File: src/rtl/fnd_pkg.sv
// fnd_pkg: shared constants and state encoding for the FND BCD converter.
package fnd_pkg;
   localparam int IN_W = 32;
   localparam int DIGITS = 6;
   localparam int MAG_W = 20;
   localparam int DIG_W = 4;
   localparam int CNT_W = $clog2(MAG_W + 1);
   localparam int POS_LIMIT = 999999;
   localparam int NEG_LIMIT = -99999;
   typedef enum logic [1:0] {IDLE = 2'd0, SHIFT = 2'd1, DONE = 2'd2} state_t;
endpackage

File: src/rtl/bcd_add3.sv
// bcd_add3: one double-dabble nibble correction, adds 3 when the digit is 5 or more.
module bcd_add3
   import fnd_pkg::*;
(
   input  logic [DIG_W-1:0] d,
   output logic [DIG_W-1:0] q
);
   assign q = (d >= DIG_W'(5)) ? d + DIG_W'(3) : d;
endmodule

File: src/rtl/fnd_bcd_converter.sv
// fnd_bcd_converter: signed binary to packed BCD via double dabble, holding digits for display.
// Optional LEADING_ZERO_BLANK_EN adds a blank[] output marking leading-zero digits.
module fnd_bcd_converter
   import fnd_pkg::*;
(
   input  logic                    fnd_clk,
   input  logic                    rst,
   input  logic                    start,
   input  logic [IN_W-1:0]         bin_in,
   output logic [DIG_W*DIGITS-1:0] bcd_out,
   output logic                    neg,
   output logic                    ovf,
   output logic                    busy,
   output logic                    done
`ifdef LEADING_ZERO_BLANK_EN
   ,output logic [DIGITS-1:0]      blank
`endif
);
   localparam int BCD_W = DIG_W * DIGITS;
   state_t             state_q, state_d;
   logic [CNT_W-1:0]   cnt_q, cnt_d;
   logic [MAG_W-1:0]   mag_q, mag_d;
   logic [BCD_W-1:0]   acc_q, acc_d, acc_fix;
   logic [BCD_W-1:0]   bcd_q, bcd_d;
   logic               neg_c_q, neg_c_d, ovf_c_q, ovf_c_d;
   logic               neg_q, neg_d, ovf_q, ovf_d;
   logic               busy_q, busy_d, done_q, done_d;
   logic               in_ovf;
   logic [MAG_W-1:0]   in_mag;
   // Range check on the raw signed value so -2^31 never reaches the negation.
   assign in_ovf = ($signed(bin_in) > POS_LIMIT) || ($signed(bin_in) < NEG_LIMIT);
   assign in_mag = MAG_W'(bin_in[IN_W-1] ? -bin_in : bin_in);
   for (genvar g = 0; g < DIGITS; g++) begin : g_add3
      bcd_add3 u_add3 (.d(acc_q[DIG_W*g +: DIG_W]), .q(acc_fix[DIG_W*g +: DIG_W]));
   end
`ifdef LEADING_ZERO_BLANK_EN
   logic [DIGITS-1:0] blank_q, blank_d, lz;
   logic              z;
   always_comb begin
      lz = '0;
      z = 1'b1;
      for (int i = DIGITS - 1; i > 0; i--) begin
         z = z & (acc_q[DIG_W*i +: DIG_W] == '0);
         lz[i] = z;
      end
   end
   assign blank = blank_q;
`endif
   always_comb begin
      state_d = state_q;
      cnt_d = cnt_q;
      mag_d = mag_q;
      acc_d = acc_q;
      bcd_d = bcd_q;
      neg_c_d = neg_c_q;
      ovf_c_d = ovf_c_q;
      neg_d = neg_q;
      ovf_d = ovf_q;
      done_d = 1'b0;
`ifdef LEADING_ZERO_BLANK_EN
      blank_d = blank_q;
`endif
      case (state_q)
         IDLE: if (start && !done_q) begin
            neg_c_d = bin_in[IN_W-1];
            ovf_c_d = in_ovf;
            acc_d = '0;
            mag_d = in_ovf ? '0 : in_mag;
            cnt_d = CNT_W'(MAG_W);
            state_d = in_ovf ? DONE : SHIFT;
         end
         SHIFT: begin
            {acc_d, mag_d} = {acc_fix[BCD_W-2:0], mag_q, 1'b0};
            cnt_d = cnt_q - CNT_W'(1);
            state_d = (cnt_q == CNT_W'(1)) ? DONE : SHIFT;
         end
         DONE: begin
            bcd_d = acc_q;
            neg_d = neg_c_q;
            ovf_d = ovf_c_q;
            done_d = 1'b1;
            state_d = IDLE;
`ifdef LEADING_ZERO_BLANK_EN
            blank_d = ovf_c_q ? '0 : lz;
`endif
         end
         default: state_d = IDLE;
      endcase
      busy_d = (state_d == SHIFT);
   end
   always_ff @(posedge fnd_clk) begin
      if (rst) begin
         state_q <= IDLE;
         cnt_q <= '0;
         mag_q <= '0;
         acc_q <= '0;
         bcd_q <= '0;
         neg_c_q <= 1'b0;
         ovf_c_q <= 1'b0;
         neg_q <= 1'b0;
         ovf_q <= 1'b0;
         busy_q <= 1'b0;
         done_q <= 1'b0;
`ifdef LEADING_ZERO_BLANK_EN
         blank_q <= '0;
`endif
      end else begin
         state_q <= state_d;
         cnt_q <= cnt_d;
         mag_q <= mag_d;
         acc_q <= acc_d;
         bcd_q <= bcd_d;
         neg_c_q <= neg_c_d;
         ovf_c_q <= ovf_c_d;
         neg_q <= neg_d;
         ovf_q <= ovf_d;
         busy_q <= busy_d;
         done_q <= done_d;
`ifdef LEADING_ZERO_BLANK_EN
         blank_q <= blank_d;
`endif
      end
   end
   assign bcd_out = bcd_q;
   assign neg = neg_q;
   assign ovf = ovf_q;
   assign busy = busy_q;
   assign done = done_q;
endmodule
File: config.mk
export PLATFORM = sky130hd
export DESIGN_NAME = fnd_bcd_converter
export DESIGN_NICKNAME = d
export VERILOG_FILES = /design/src/rtl/fnd_pkg.sv /design/src/rtl/bcd_add3.sv /design/src/rtl/fnd_bcd_converter.sv
export SDC_FILE = /design/constraint.sdc
export NUM_CORES = 1
export LEC_CHECK = 0
export BUFFER_PORTS_ARGS = -buffer_cell sky130_fd_sc_hd__buf_4
export CORE_MARGIN = 5
export CORE_UTILIZATION = 52
export DETAILED_ROUTE_END_ITERATION = 10
export GPL_ROUTABILITY_DRIVEN = 1
export MAX_ROUTING_LAYER = met4
export PLACE_DENSITY = 0.76
export SLEW_MARGIN = 10
export SYNTH_ARGS = -nofsm -noshare
export SYNTH_HDL_FRONTEND = slang
export SYNTH_SLANG_ARGS = --single-unit
File: constraint.sdc
create_clock -name fnd_clk -period 1.85 [get_ports fnd_clk]
set_clock_uncertainty 0.15 [all_clocks]
set_input_delay 0 -clock fnd_clk [delete_from_list [all_inputs] [get_ports fnd_clk]]
set_output_delay 0 -clock fnd_clk [all_outputs]
set_load 0.01 [all_outputs]
==> flow_summary.toml, run 1 <==
[drt]
drt_wl_total_microns = 11170
num_vias = 4209
routedWlPerCell_microns = 15.06
drtIter0Drc = 289
ant_nets = 0
drc = 0
routed_via_density = 5.673
dr.pass1.iters = 4

[timing]
grt_setup_unrepaired = "yes"
finalSetupViolCount = 0
max_freq_mhz = 555.5
period_share = 0.9731
min_period_ns = 1.800
fin_tns_setup_ns = 0
finalHoldViolCount = 0
relSlewSlack = 0.5510
tightest_slew_ns = 0.6736
finalMaxSlewViolations = 0
timing.hold.ws_ns = 0.01264

[worst_setup_path]
cp-start-kind = "flop"
crit_fanout = 3
reg2regPathDepth = 5
path_cells = "inv_1 > ha_1 > or4b_2 > or3_1 > o31ai_2"
slowest_delay_ns = 0.61
critPathRequiredTime_ns = 1.97
r2r_slack_ns = 0.05
arrival_ns = 1.92
r2r_start = "cnt_q[1]$_SDFFE_PP0P_"
crit_buf_inv = 1
rr_endpoint = "state_q[1]$_SDFF_PP0_"
critPathKind = "reg2reg"
endpoint_kind = "flop"
cpMaxStageDelayCell = "or4b_2"
cp_top_family = "simple AND/OR/NAND/NOR gates"

[cells_and_area]
final_util = 0.6927
syn2layout_area_growth_pct = 30.02
final_cell_mix = "buf_4 (90), dfxtp_1 (80), a21oi_1 (68), nand2_1 (63), nor2_1 (46)"
fin_cells = 742
drive_gt1_frac = 0.2339
fillers = 649
n_antenna_cell = 0
multi_input_area_sq_um = 2621
final_common_cell = "buf_4"
final_nets = 683
ff_latch_area_sq_um = 1623

[place]
io_buffers = 62
gp_congestion = 0.7984
place_hpwl_microns = 7411
dpl.cell_count = 705

[status]
status = "completed"

[power_and_ir_drop]
powerDensity_nw_per_um2 = 653.9
clkPwrFrac = 0.410
seqPwrFrac = 0.476
leakagePower_nw = 2.153
p_switching_uw = 945.5
worst_ir_drop_vdd_uv = 412.6
power.internal_mw = 2.757
p_sw_frac = 0.2554
combinationalPowerShare = 0.114

[hold_path]
hold_start = "bin_in[2]"
hp-class = "in2reg"
whs_endpoint = "mag_q[2]$_SDFFE_PP0P_"
whs_path_depth = 4

[logic_synthesis]
yosys_warnings = 0
synth_enable_flop_cells = 0
ys_seq_area_frac = 0.3723
syn_inst = 544
synth_seq_cells = 81
syn_nets = 595
synth_flop_cell = "dfxtp_1"
ys_types = 50
synth_area_sq_um = 4355
syn_area_per_cell_sq_um = 8.006
ys_async_sr_fraction = 0

[grt]
grt_pass1_vias = 4029
antenna_found_initial = 0
overflow = 0
grt_max_degree = 69
grt_first_pass_wirelength_microns = 18680
track_usage = 0.2274

[floorplanning]
fp.dieH_microns = 101.5
initial_core_util = 0.5328
die_x_microns = 101.5
core_area_sq_um = 8175
dieArea_sq_um = 10310
boundaryPins = 63
rows = 33

[clocking]
cts.clk_slew.worst_paths_ns = 0.09
cts_sinks = 81
htree_levels = 3
root_buffer = "clkbuf_8"
cts_made_buffers = 9
clk_latency_ns = 0.35
cts_tree = "built"
clock_path_buffers = 2

[run]
drv_cap = 0
-- layout make-up --
class                           count  area share
Clock inverter                      6     0.01723
Multi-Input combinational cell    407      0.4629
Timing Repair Buffer              114      0.1732
Clock buffer                       10     0.02430
Inverter                           19     0.01259
Tap cell                          105     0.02320
Sequential cell                    81      0.2866
-- registers in the layout, indices dropped and copies added (netlist names) --
name and flops:
acc_q 24, bcd_out 24, mag_q 20, cnt_q 5
state_q 2, busy 1, done 1, neg 1
neg_c_q 1, ovf 1, ovf_c_q 1
-- cells in the mapped netlist, drive strengths merged, types with 2 or more instances --
| cell type | instances | area (sq um) |
|---|---|---|
| buf | 4 | 23.77 |
| mux2i | 2 | 20.02 |
| a21oi | 73 | 365.4 |
| clkbuf | 33 | 123.9 |
| nor4 | 10 | 98.84 |
| inv | 19 | 71.32 |
| a22oi | 9 | 81.33 |
| and2 | 5 | 31.28 |
| nand3 | 16 | 85.08 |
| ha | 16 | 200.2 |
| xor2 | 16 | 140.1 |
| o41ai | 3 | 26.28 |
| nand2b | 10 | 62.56 |
| xnor2 | 14 | 122.6 |
| o31ai | 22 | 200.2 |
| nor4bb | 2 | 20.02 |
| nand4 | 7 | 43.79 |
| or3 | 21 | 131.4 |
| a31oi | 9 | 56.30 |
| nor3 | 15 | 75.07 |
| a21o | 2 | 15.01 |
| and3 | 2 | 12.51 |
| and4 | 2 | 17.52 |
| nor2 | 47 | 176.4 |
| dfxtp | 81 | 1622 |
| nand2 | 63 | 236.5 |
| o21ai | 20 | 100.1 |
| nor2b | 4 | 25.02 |
| nand3b | 2 | 15.01 |
| a41oi | 2 | 17.52 |
-- tightest hold or removal path: cells and delay by family --
family | cells | cell delay [ns]
buffers and inverters | 2 | 0.22
AO/OA/AOI/OAI | 1 | 0.08
XOR/XNOR | 1 | 0.16
-- logic make-up (layout without fill, tap and decap cells) --
kind of cell | Yosys count | count (layout) | synth area share
AND/OR/NAND/NOR | 212 | 212 | 0.2491
AO/OA/AOI/OAI | 147 | 147 | 0.2175
flip-flops | 81 | 81 | 0.3723
buffers and inverters | 56 | 149 | 0.05027
XOR/XNOR | 30 | 30 | 0.06033
adder cells (fa/ha/maj) | 16 | 16 | 0.04596
multiplexers | 2 | 2 | 0.004597
-- timing repair --
action | in CTS | in global routing
hold buffers | 18 | 0
endpoints found under the hold margin | 16 | 0
endpoints found under the setup margin | 10 | 27
setup buffers | 0 | 2
gates resized for setup | 2 | 23
gates cloned | 0 | 1
pin swaps | 0 | 3
-- per-layer routing --
layer	global-route usage	part of all wire	vias up
met4	0.05215	0.010	0
met3	0.03857	0.056	10
li1	-	-	2097
met1	0.2986	0.45	1976
met5	-	0	-
met2	0.3677	0.48	126
-- power by group through the flow --
| stage | clock [mW] | sequential [mW] | combinational, mW |
|---|---|---|---|
| 2_1_floorplan | 0 | 1.80 | 0.181 |
| 3_3_place_gp | 0 | 1.80 | 0.355 |
| 3_5_place_dp | 0 | 1.80 | 0.362 |
| 4_1_cts | 1.52 | 1.76 | 0.396 |
| 5_1_grt | 1.61 | 1.76 | 0.458 |
| 6_report | 1.52 | 1.76 | 0.424 |
-- metrics by stage --
stage / area [sq um] / power [mW] / setup slack (ns)
floorplan: 4360 / 1.982 / 0.01084
global placement: 5095 / 2.157 / 0.002098
detailed placement: 5095 / 2.165 / -0.06157
CTS: 5518 / 3.682 / 0.03702
global route: 5663 / 3.828 / -0.01970
finish: 5663 / 3.703 / 0.04981
-- worst max path at each step --
stage / from / endpoint / slack (ns) / cells past startpoint
2_1_floorplan: bin_in[0] / mag_q[10]$_SDFFE_PP0P_ / 0.01 / 9
3_3_place_gp: bin_in[4] / state_q[1]$_SDFF_PP0_ / 0.002 / 7
3_5_place_dp: bin_in[0] / mag_q[4]$_SDFFE_PP0P_ / -0.06 / 9
4_1_cts: cnt_q[1]$_SDFFE_PP0P_ / state_q[1]$_SDFF_PP0_ / 0.04 / 5
5_1_grt: done$_SDFF_PP0_ / mag_q[3]$_SDFFE_PP0P_ / -0.02 / 6
6_report: cnt_q[1]$_SDFFE_PP0P_ / state_q[1]$_SDFF_PP0_ / 0.05 / 5
(Power assumes the default switching activity.)
==> run 2, diff against run 1 <==
BUFFER_PORTS_ARGS = -buffer_cell sky130_fd_sc_hd__clkbuf_2   (was -buffer_cell sky130_fd_sc_hd__buf_4)
CORE_UTILIZATION = 54   (was 52)
CTS_BUF_LIST = sky130_fd_sc_hd__clkbuf_8   (was default)
PLACE_DENSITY = 0.79   (was 0.76)
==> run 2 against run 1 <==
- core utilization rose by 1.6 points
- worst hold slack improved by 0.0053 ns
- highest routed layer unchanged
- first-iteration DRC count rose by 9.7%
- die area fell by 3.3%
- sequential power barely moved
- fmax fell by 0.92%
==> flow_summary.toml, run 2 (same netlist as run 1, synthesis figures left out) <==
[clocking]
clk_latency_ns = 0.36
cts.clk_slew.worst_paths_ns = 0.08
cts_made_buffers = 9
root_buffer = "clkbuf_8"
htree_levels = 3
cts_tree = "built"
cts_sinks = 81
clock_path_buffers = 2

[drt]
routedWlPerCell_microns = 15.00
dr.pass1.iters = 5
ant_nets = 0
drc = 0
num_vias = 4354
drt_wl_total_microns = 11170
routed_via_density = 5.844
drtIter0Drc = 317

[floorplanning]
fp.dieH_microns = 99.81
die_x_microns = 99.81
initial_core_util = 0.5579
core_area_sq_um = 7807
dieArea_sq_um = 9962
boundaryPins = 63
rows = 32

[power_and_ir_drop]
power_mw = 3.721
leakagePower_nw = 2.139
worst_ir_drop_vdd_uv = 355.0
powerDensity_nw_per_um2 = 672.9

[place]
place_hpwl_microns = 7538
dpl_cell_area_sq_um = 4971
pre_cts_slack_ns = -0.03019
dpl.cell_count = 710
gp_congestion = 0.8881
io_buffers = 62

[worst_setup_path]
reg2regPathDepth = 6
cp-startpoint = "bin_in[6]"
critPathRequiredTime_ns = 1.99
endpoint_kind = "flop"
arrival_ns = 1.96
r2r_start = "done$_SDFF_PP0_"
rr_endpoint = "mag_q[3]$_SDFFE_PP0P_"
crit_fanout = 6
cp-start-kind = "input pin"
r2r_slack_ns = 0.06
critPathKind = "in2reg"

[grt]
grt_first_pass_wirelength_microns = 18520
grt_max_degree = 36
track_usage = 0.2324
antenna_found_initial = 0
overflow = 0
grt_pass1_vias = 4109

[timing]
min_period_ns = 1.817
finalHoldViolCount = 0
tightest_slew_ns = 0.5886
relSlewSlack = 0.6076
max_freq_mhz = 550.4
layout_setup_ws_ns = 0.03309
grt_setup_unrepaired = "yes"
period_share = 0.9821
finalSetupViolCount = 0
finalMaxSlewViolations = 0

[hold_path]
whs_endpoint = "mag_q[1]$_SDFFE_PP0P_"
whs_path_depth = 4
hold_start = "bin_in[1]"
hp-class = "in2reg"

[cells_and_area]
fin_cells = 745
stdcell_area_sq_um = 5530
final_cell_mix = "dfxtp_1 (81), a21oi_1 (70), nand2_1 (63), clkbuf_2 (60), nor2_1 (47)"
drive_gt1_frac = 0.2426
final_nets = 690
final_common_cell = "dfxtp_1"
syn2layout_area_growth_pct = 26.97
final_util = 0.7083
n_antenna_cell = 0

[run]
drv_cap = 0

[status]
status = "completed"
## run 2: cell count changes in the layout (fill, tap and decap cells not counted), moves of 2 or more
cell,before,now
buf_4,90,39
clkbuf_2,0,60
a21oi_2,5,3
a21oi_1,68,70
o31ai_1,13,9
o31ai_2,9,13
buf_12,5,2
## run 2: repair_timing
action                                 4_1_cts  5_1_grt
buffers inserted                             0        3
pin swaps                                    1        4
endpoints found under the hold margin       19        0
resized for setup                            4       21
hold buffers                                18        0
setup endpoints to repair                    5       30
## run 2: critical path: stages
cell and delay, ns:
dlygate4sd3_1 0.54, clkbuf_2 0.15, nor4_2 0.23, nand4_1 0.15, buf_4 0.19, o32a_1 0.34
a41o_1 0.23, a31oi_1 0.13
## run 2: metrics by stage
stage | TNS [ns] | hold WS [ns]
final | 0 | 0.01796
after global routing | -0.05751 | 0.04291
after CTS | 0 | 0.005660
after detailed placement | -0.06014 | 0.2570
after global placement | -0.02432 | 0.2533
after floorplan | 0 | 0.04925
## run 2: power by group
part           total, mW  leakage [nW]  switching (mW)  internal, mW
combinational      0.403          1.37           0.242         0.161
clock               1.56         0.120           0.658         0.898
sequential          1.76         0.653         0.00976          1.75
total               3.72          2.14           0.910          2.81
## run 2: worst max path at each step
stage               slack [ns]                endpoint
floorplan                 0.01  mag_q[10]$_SDFFE_PP0P_
global placement         -0.02   mag_q[4]$_SDFFE_PP0P_
detailed placement       -0.03   mag_q[4]$_SDFFE_PP0P_
CTS                      0.005  mag_q[19]$_SDFFE_PP0P_
global route             -0.04  mag_q[17]$_SDFFE_PP0P_
finish                    0.03  mag_q[17]$_SDFFE_PP0P_
## run 2: final cells by class
type | instances | area [sq um]
clock buffer | 9 | 123.9
clock inverter | 6 | 116.4
fill | 614 | 2277
inverter | 19 | 71.32
multi-input combinational | 407 | 2638
sequential | 81 | 1622
tap | 102 | 127.6
timing repair buffer | 121 | 832.0
## run 2: routing by layer
metal,up-vias,track usage,share of wire
li1,2112,-,-
met1,2065,0.2878,0.43
met2,151,0.3817,0.49
met3,26,0.03822,0.060
met4,0,0.08613,0.024
met5,-,-,0
